### src/rtl/instr_fetch_unit.sv
// RV32I fetch stage: owns the PC, issues single outstanding word reads and
// hands each fetched instruction to decode; execute redirects squash the path.
module instr_fetch_unit #(
    parameter int          XLEN        = 32,
    parameter int          OPCODE_SIZE = 7,
    parameter logic [31:0] RESET_PC    = 32'h0000_0000,
    parameter logic [31:0] NOP_INSTR   = 32'h0000_0013
) (
    input  logic                   clk,
    input  logic                   rst_n,
    output logic                   imem_req,
    output logic [XLEN-1:0]        imem_addr,
    input  logic                   imem_rvalid,
    input  logic [XLEN-1:0]        imem_rdata,
    output logic                   instr_valid,
    input  logic                   instr_ready,
    output logic [XLEN-1:0]        instr,
    output logic [XLEN-1:0]        instr_pc,
    output logic [OPCODE_SIZE-1:0] opcode,
    input  logic                   redirect,
    input  logic [XLEN-1:0]        redirect_target,
    output logic                   fetch_fault,
    output logic [2:0]             state_dbg
);

    // Handshake: a transfer to decode happens on a rising edge where
    // instr_valid & instr_ready are both high and redirect is low; while
    // instr_valid is high, instr/instr_pc/opcode stay stable until that transfer.

    typedef enum logic [2:0] {
        S_IDLE  = 3'd0,
        S_FETCH = 3'd1,
        S_WAIT  = 3'd2,
        S_HOLD  = 3'd3,
        S_DRAIN = 3'd4,
        S_FAULT = 3'd5
    } state_t;

    state_t          state, state_n;
    logic [XLEN-1:0] pc, pc_n;
    logic [XLEN-1:0] instr_q, instr_n;
    logic [XLEN-1:0] instr_pc_q, instr_pc_n;
    logic            fault_q, fault_n;

    always_ff @(posedge clk or negedge rst_n) begin
        if (!rst_n) begin
            state      <= S_IDLE;
            pc         <= XLEN'(RESET_PC);
            instr_q    <= XLEN'(NOP_INSTR);
            instr_pc_q <= XLEN'(RESET_PC);
            fault_q    <= 1'b0;
        end else begin
            state      <= state_n;
            pc         <= pc_n;
            instr_q    <= instr_n;
            instr_pc_q <= instr_pc_n;
            fault_q    <= fault_n;
        end
    end

    always_comb begin
        state_n    = state;
        pc_n       = pc;
        instr_n    = instr_q;
        instr_pc_n = instr_pc_q;
        fault_n    = fault_q;

        if (redirect && state != S_FAULT) begin
            pc_n = redirect_target;
            // Leaving HOLD always squashes the held word, so park NOP again.
            instr_n = XLEN'(NOP_INSTR);
            if (redirect_target[1:0] != 2'b00) begin
                fault_n = 1'b1;
                state_n = S_FAULT;
            end else begin
                case (state)
                    S_FETCH: state_n = S_DRAIN;
                    S_WAIT:  state_n = imem_rvalid ? S_FETCH : S_DRAIN;
                    S_DRAIN: state_n = imem_rvalid ? S_FETCH : S_DRAIN;
                    default: state_n = S_FETCH;
                endcase
            end
        end else begin
            case (state)
                S_IDLE:  state_n = S_FETCH;
                S_FETCH: state_n = S_WAIT;
                S_WAIT: begin
                    if (imem_rvalid) begin
                        instr_n    = imem_rdata;
                        instr_pc_n = pc;
                        pc_n       = pc + XLEN'(4);
                        state_n    = S_HOLD;
                    end
                end
                S_HOLD: begin
                    if (instr_ready) begin
                        instr_n = XLEN'(NOP_INSTR);
                        state_n = S_FETCH;
                    end
                end
                S_DRAIN: begin
                    if (imem_rvalid) state_n = S_FETCH;
                end
                default: state_n = S_FAULT;
            endcase
        end
    end

    assign imem_req    = (state == S_FETCH);
    assign imem_addr   = pc;
    assign instr_valid = (state == S_HOLD);
    assign instr       = instr_q;
    assign instr_pc    = instr_pc_q;
    assign opcode      = instr_q[OPCODE_SIZE-1:0];
    assign fetch_fault = fault_q;
    assign state_dbg   = state;

endmodule
### config.mk
export PLATFORM = sky130hd
export DESIGN_NAME = instr_fetch_unit
export DESIGN_NICKNAME = d
export VERILOG_FILES = /design/src/rtl/instr_fetch_unit.sv
export SDC_FILE = /design/constraint.sdc
export NUM_CORES = 1
export LEC_CHECK = 0
export ABC_AREA = 0
export BUFFER_PORTS_ARGS = -buffer_cell sky130_fd_sc_hd__buf_2
export CAP_MARGIN = 20
export CORE_ASPECT_RATIO = 1.2
export CORE_MARGIN = 10
export CORE_UTILIZATION = 50
export DETAILED_ROUTE_END_ITERATION = 6
export PLACE_DENSITY = 0.87
export SYNTH_ARGS = -nofsm -noshare
export SYNTH_HDL_FRONTEND = slang
export SYNTH_SLANG_ARGS = --single-unit
### constraint.sdc
create_clock -name clk -period 4.2 [get_ports clk]
set_clock_uncertainty 0.1 [all_clocks]
set_input_delay 0 -clock clk [delete_from_list [all_inputs] [get_ports clk]]
set_output_delay 0 -clock clk [all_outputs]
set_load 0.05 [all_outputs]
==> run_results.csv <==
group,metric,value,unit
outcome,status,"completed",
logic_synthesis,yosysWarnings,0,
die,top_level_ports,178,
flow_run,cap_violations,0,
drt,totalWireLength,16.0,mm
timing,setup_viol,0,
die,dieWidth,109,um
die,start_util,51.8,%
power,p_per_area,696,nW/um2
clock_tree,clk_pin_slew_worst_paths,90,ps
drt,ant_nets,0,
logic_synthesis,async_flop_share,100,%
timing,final.setup.tns,0,ps
power,power.leakage,0.00335,uW
logic_synthesis,syn_inst,536,
critical_path,path_class,"flip-flop to flip-flop",
critical_path,arrival,3090,ps
timing,slew_headroom,33.7,%
critical_path,path_cells,"nand4bb_1 -> nand2b_2 -> buf_4 -> or4_1 -> nand3_1",
clock_tree,cts_tree,"built",
logic_synthesis,syn_avg_cell_area,8.87,um2
power,vdd_drop_max,0.459,mV
place,io_buffers,177,
timing,fmax,346,MHz
grt,grt_max_degree,56,
place,hpwl,10.7,mm
critical_path,start_kind,"flip-flop",
timing,rsz0062_at_grt,"false",
min_path,worstHoldPathType,"input pin to async pin",
logic_synthesis,synthTopCellsByCount,"nand2_1, dfrtp_1, nand3_1",
power,p_int,2070,uW
timing,fin_crit,2890,ps
critical_path,worst_ep_required_time,4400,ps
grt,antenna_found_initial,2,
grt,grt_pass1_vias,4936,
finish,area_delta_synth_final,36.6,%
drt,route.detailed.drc,0,
logic_synthesis,synthFlopType,"dfrtp_1",
logic_synthesis,seq_area_frac_synth,52.7,%
clock_tree,clkSinkCount,100,
drt,avgViaCountPerCell,5.66,
die,die_area,13800,um2
timing,worstMarginPinSlew,995,ps
logic_synthesis,yosys-top-cells-area,"dfrtp_1, nand2_1, nand3_1",
logic_synthesis,yosysMostFrequentCell,"nand2_1",
critical_path,crit_buf_inv,1,
timing,finalCritPeriodShare,68.9,%
die,coreArea,9180,um2
critical_path,crit_slowest_cell,"nand2b_2",
drt,firstDrtPassIters,5,
grt,gr-total-overflow,0,
logic_synthesis,synth_area,4760,um2
timing,finalHoldViolations,0,
die,die_y,127,um
die,rows,38,
power,swShare,54.3,%
clock_tree,clk_path_buf_depth,2,
logic_synthesis,yosysTopAreaCellShare,51.0,%
finish,drive_gt1_share,28.1,%
drt,num_vias,4987,
power,p_clk_share,11.9,%
finish,num-nets-final,826,
logic_synthesis,ys_seq_elements,100,
power,seq_power_share,35.5,%
drt,drt-initial-drc-count,297,
logic_synthesis,synth.distinct_cells,51,
grt,grt_pass1_wl,25.2,mm
clock_tree,clockRootBuffer,"clkbuf_8",
timing,whs,68.3,ps
finish,nFillCells,660,
critical_path,r2r_start,"state_dbg[2]",
clock_tree,cts_max_level,3,
logic_synthesis,syn_nets,606,
grt,globalRouteTotalUtil,22.7,%
critical_path,reg2regPathDepth,5,
timing,slew_viol_final,0,
critical_path,path_delay_family,"simple AND/OR/NAND/NOR gates",
critical_path,critPathMaxFanout,36,
place,globalplace.congestion,0.860,
critical_path,r2r_slack,1310,ps
drt,routedWlPerCell,18.2,um
critical_path,cp-end-kind,"flip-flop",
power,switching_power,2460,uW
power,comb_power_share,52.6,%
critical_path,r2r_end,"imem_addr[26]",
logic_synthesis,yosys.area.top_type,"dfrtp_1",
clock_tree,cts_buffers,9,
critical_path,crit_start,"state_dbg[2]",
clock_tree,clock_latency,360,ps
critical_path,slowest_delay,670,ps
logic_synthesis,synth_edf_count,0,
## layer usage
layer / track usage, % / vias to the layer above / share of wire (%)
met5: 0 / - / 0
met4: 10.8 / 0 / 2.9
met3: 10.2 / 39 / 14
met2: 36.3 / 310 / 47
met1: 25.0 / 2351 / 36
li1: - / 2287 / -
## worst register-to-register path: stages (launching register included)
cell	delay, ps
dfrtp_1	540
nand4bb_1	520
nand2b_2	670
buf_4	390
or4_1	520
nand3_1	90
## layout by cell type (no fill, tap or decap), drive strengths merged, types with 2 or more instances in the layout
cell type / netlist / final
mux2i: 3 / 3
nand4: 9 / 9
nor3: 5 / 5
clkbuf: 15 / 12
o211ai: 12 / 12
nor2: 14 / 14
dfstp: 3 / 3
diode: 0 / 2
a31oi: 11 / 11
nand3b: 2 / 2
xor2: 2 / 2
or4: 4 / 4
a221o: 5 / 5
o21ai: 23 / 23
dfrtp: 97 / 97
o311ai: 5 / 5
a21oi: 6 / 6
inv: 6 / 6
and3: 6 / 6
buf: 26 / 182
xnor2: 3 / 3
dlygate4sd3: 0 / 68
a22oi: 8 / 8
nand2: 186 / 186
nand2b: 5 / 5
nor4: 7 / 7
o311a: 2 / 2
or3: 4 / 4
and2: 3 / 3
nand3: 52 / 52
## worst max-delay path by stage
stage / end / slack (ps) / cells past startpoint
floorplan: instr[2] / 1750 / 7
finish: imem_addr[26] / 1310 / 5
detailed placement: imem_addr[26] / 1370 / 5
CTS: imem_addr[26] / 1340 / 5
global route: imem_addr[26] / 1150 / 5
global placement: imem_addr[26] / 1430 / 5
## stage by stage
| step | std cells | utilization (%) | instance area (um2) | worst slack [ps] | total power [uW] |
|---|---|---|---|---|---|
| 2_1_floorplan | 536 | - | 4760 | 1750 | 3340 |
| 3_3_place_gp | 796 | 61.4 | 5640 | 1430 | 3840 |
| 3_5_place_dp | 797 | 61.6 | 5650 | 1370 | 3910 |
| 4_1_cts | 879 | 70.7 | 6490 | 1340 | 4500 |
| 5_1_grt | 881 | 70.8 | 6500 | 1150 | 4760 |
| 6_report | 881 | 70.8 | 6500 | 1310 | 4520 |
## logic make-up after synthesis
kind of cell             synth area share [%]
adder cells (fa/ha/maj)                 0.263
AO/OA/AOI/OAI                            11.0
flip-flops                               52.7
AND/OR/NAND/NOR                          29.6
buffers and inverters                    4.71
multiplexers                            0.868
XOR/XNOR                                0.921
## power by group through the flow
stage               Sequential [uW]  Clock, uW  Combinational (uW)
finish                         1610        538                2380
global placement               1580          0                2260
global route                   1650        584                2530
detailed placement             1600          0                2310
CTS                            1590        550                2360
floorplan                      2500          0                 840
## state kept, by name (all words and copies together) (netlist names)
| name | count |
|---|---|
| fetch_fault | 1 |
| imem_addr | 32 |
| instr | 32 |
| instr_pc | 32 |
| state_dbg | 3 |
## final cells by class
cell class              count  area (um2)  area share (%)
diodes                      2        5.00          0.0770
clock buffers              12         145            2.23
clock inverters             2        12.5           0.193
inverters                   6        22.5           0.347
multi-input cells         389        2040            31.4
flip-flops and latches    100        2510            38.6
well taps                 120         150            2.31
repair buffers            250        1610            24.8
## timing repair
action | CTS | global route
endpoints found under the hold margin | 113 | 0
endpoints found under the setup margin | 0 | 0
hold buffers | 68 | 0
resized for setup | 0 | 0
buffers inserted | 0 | 0
No activity file was read; power rests on OpenSTA's default activity.
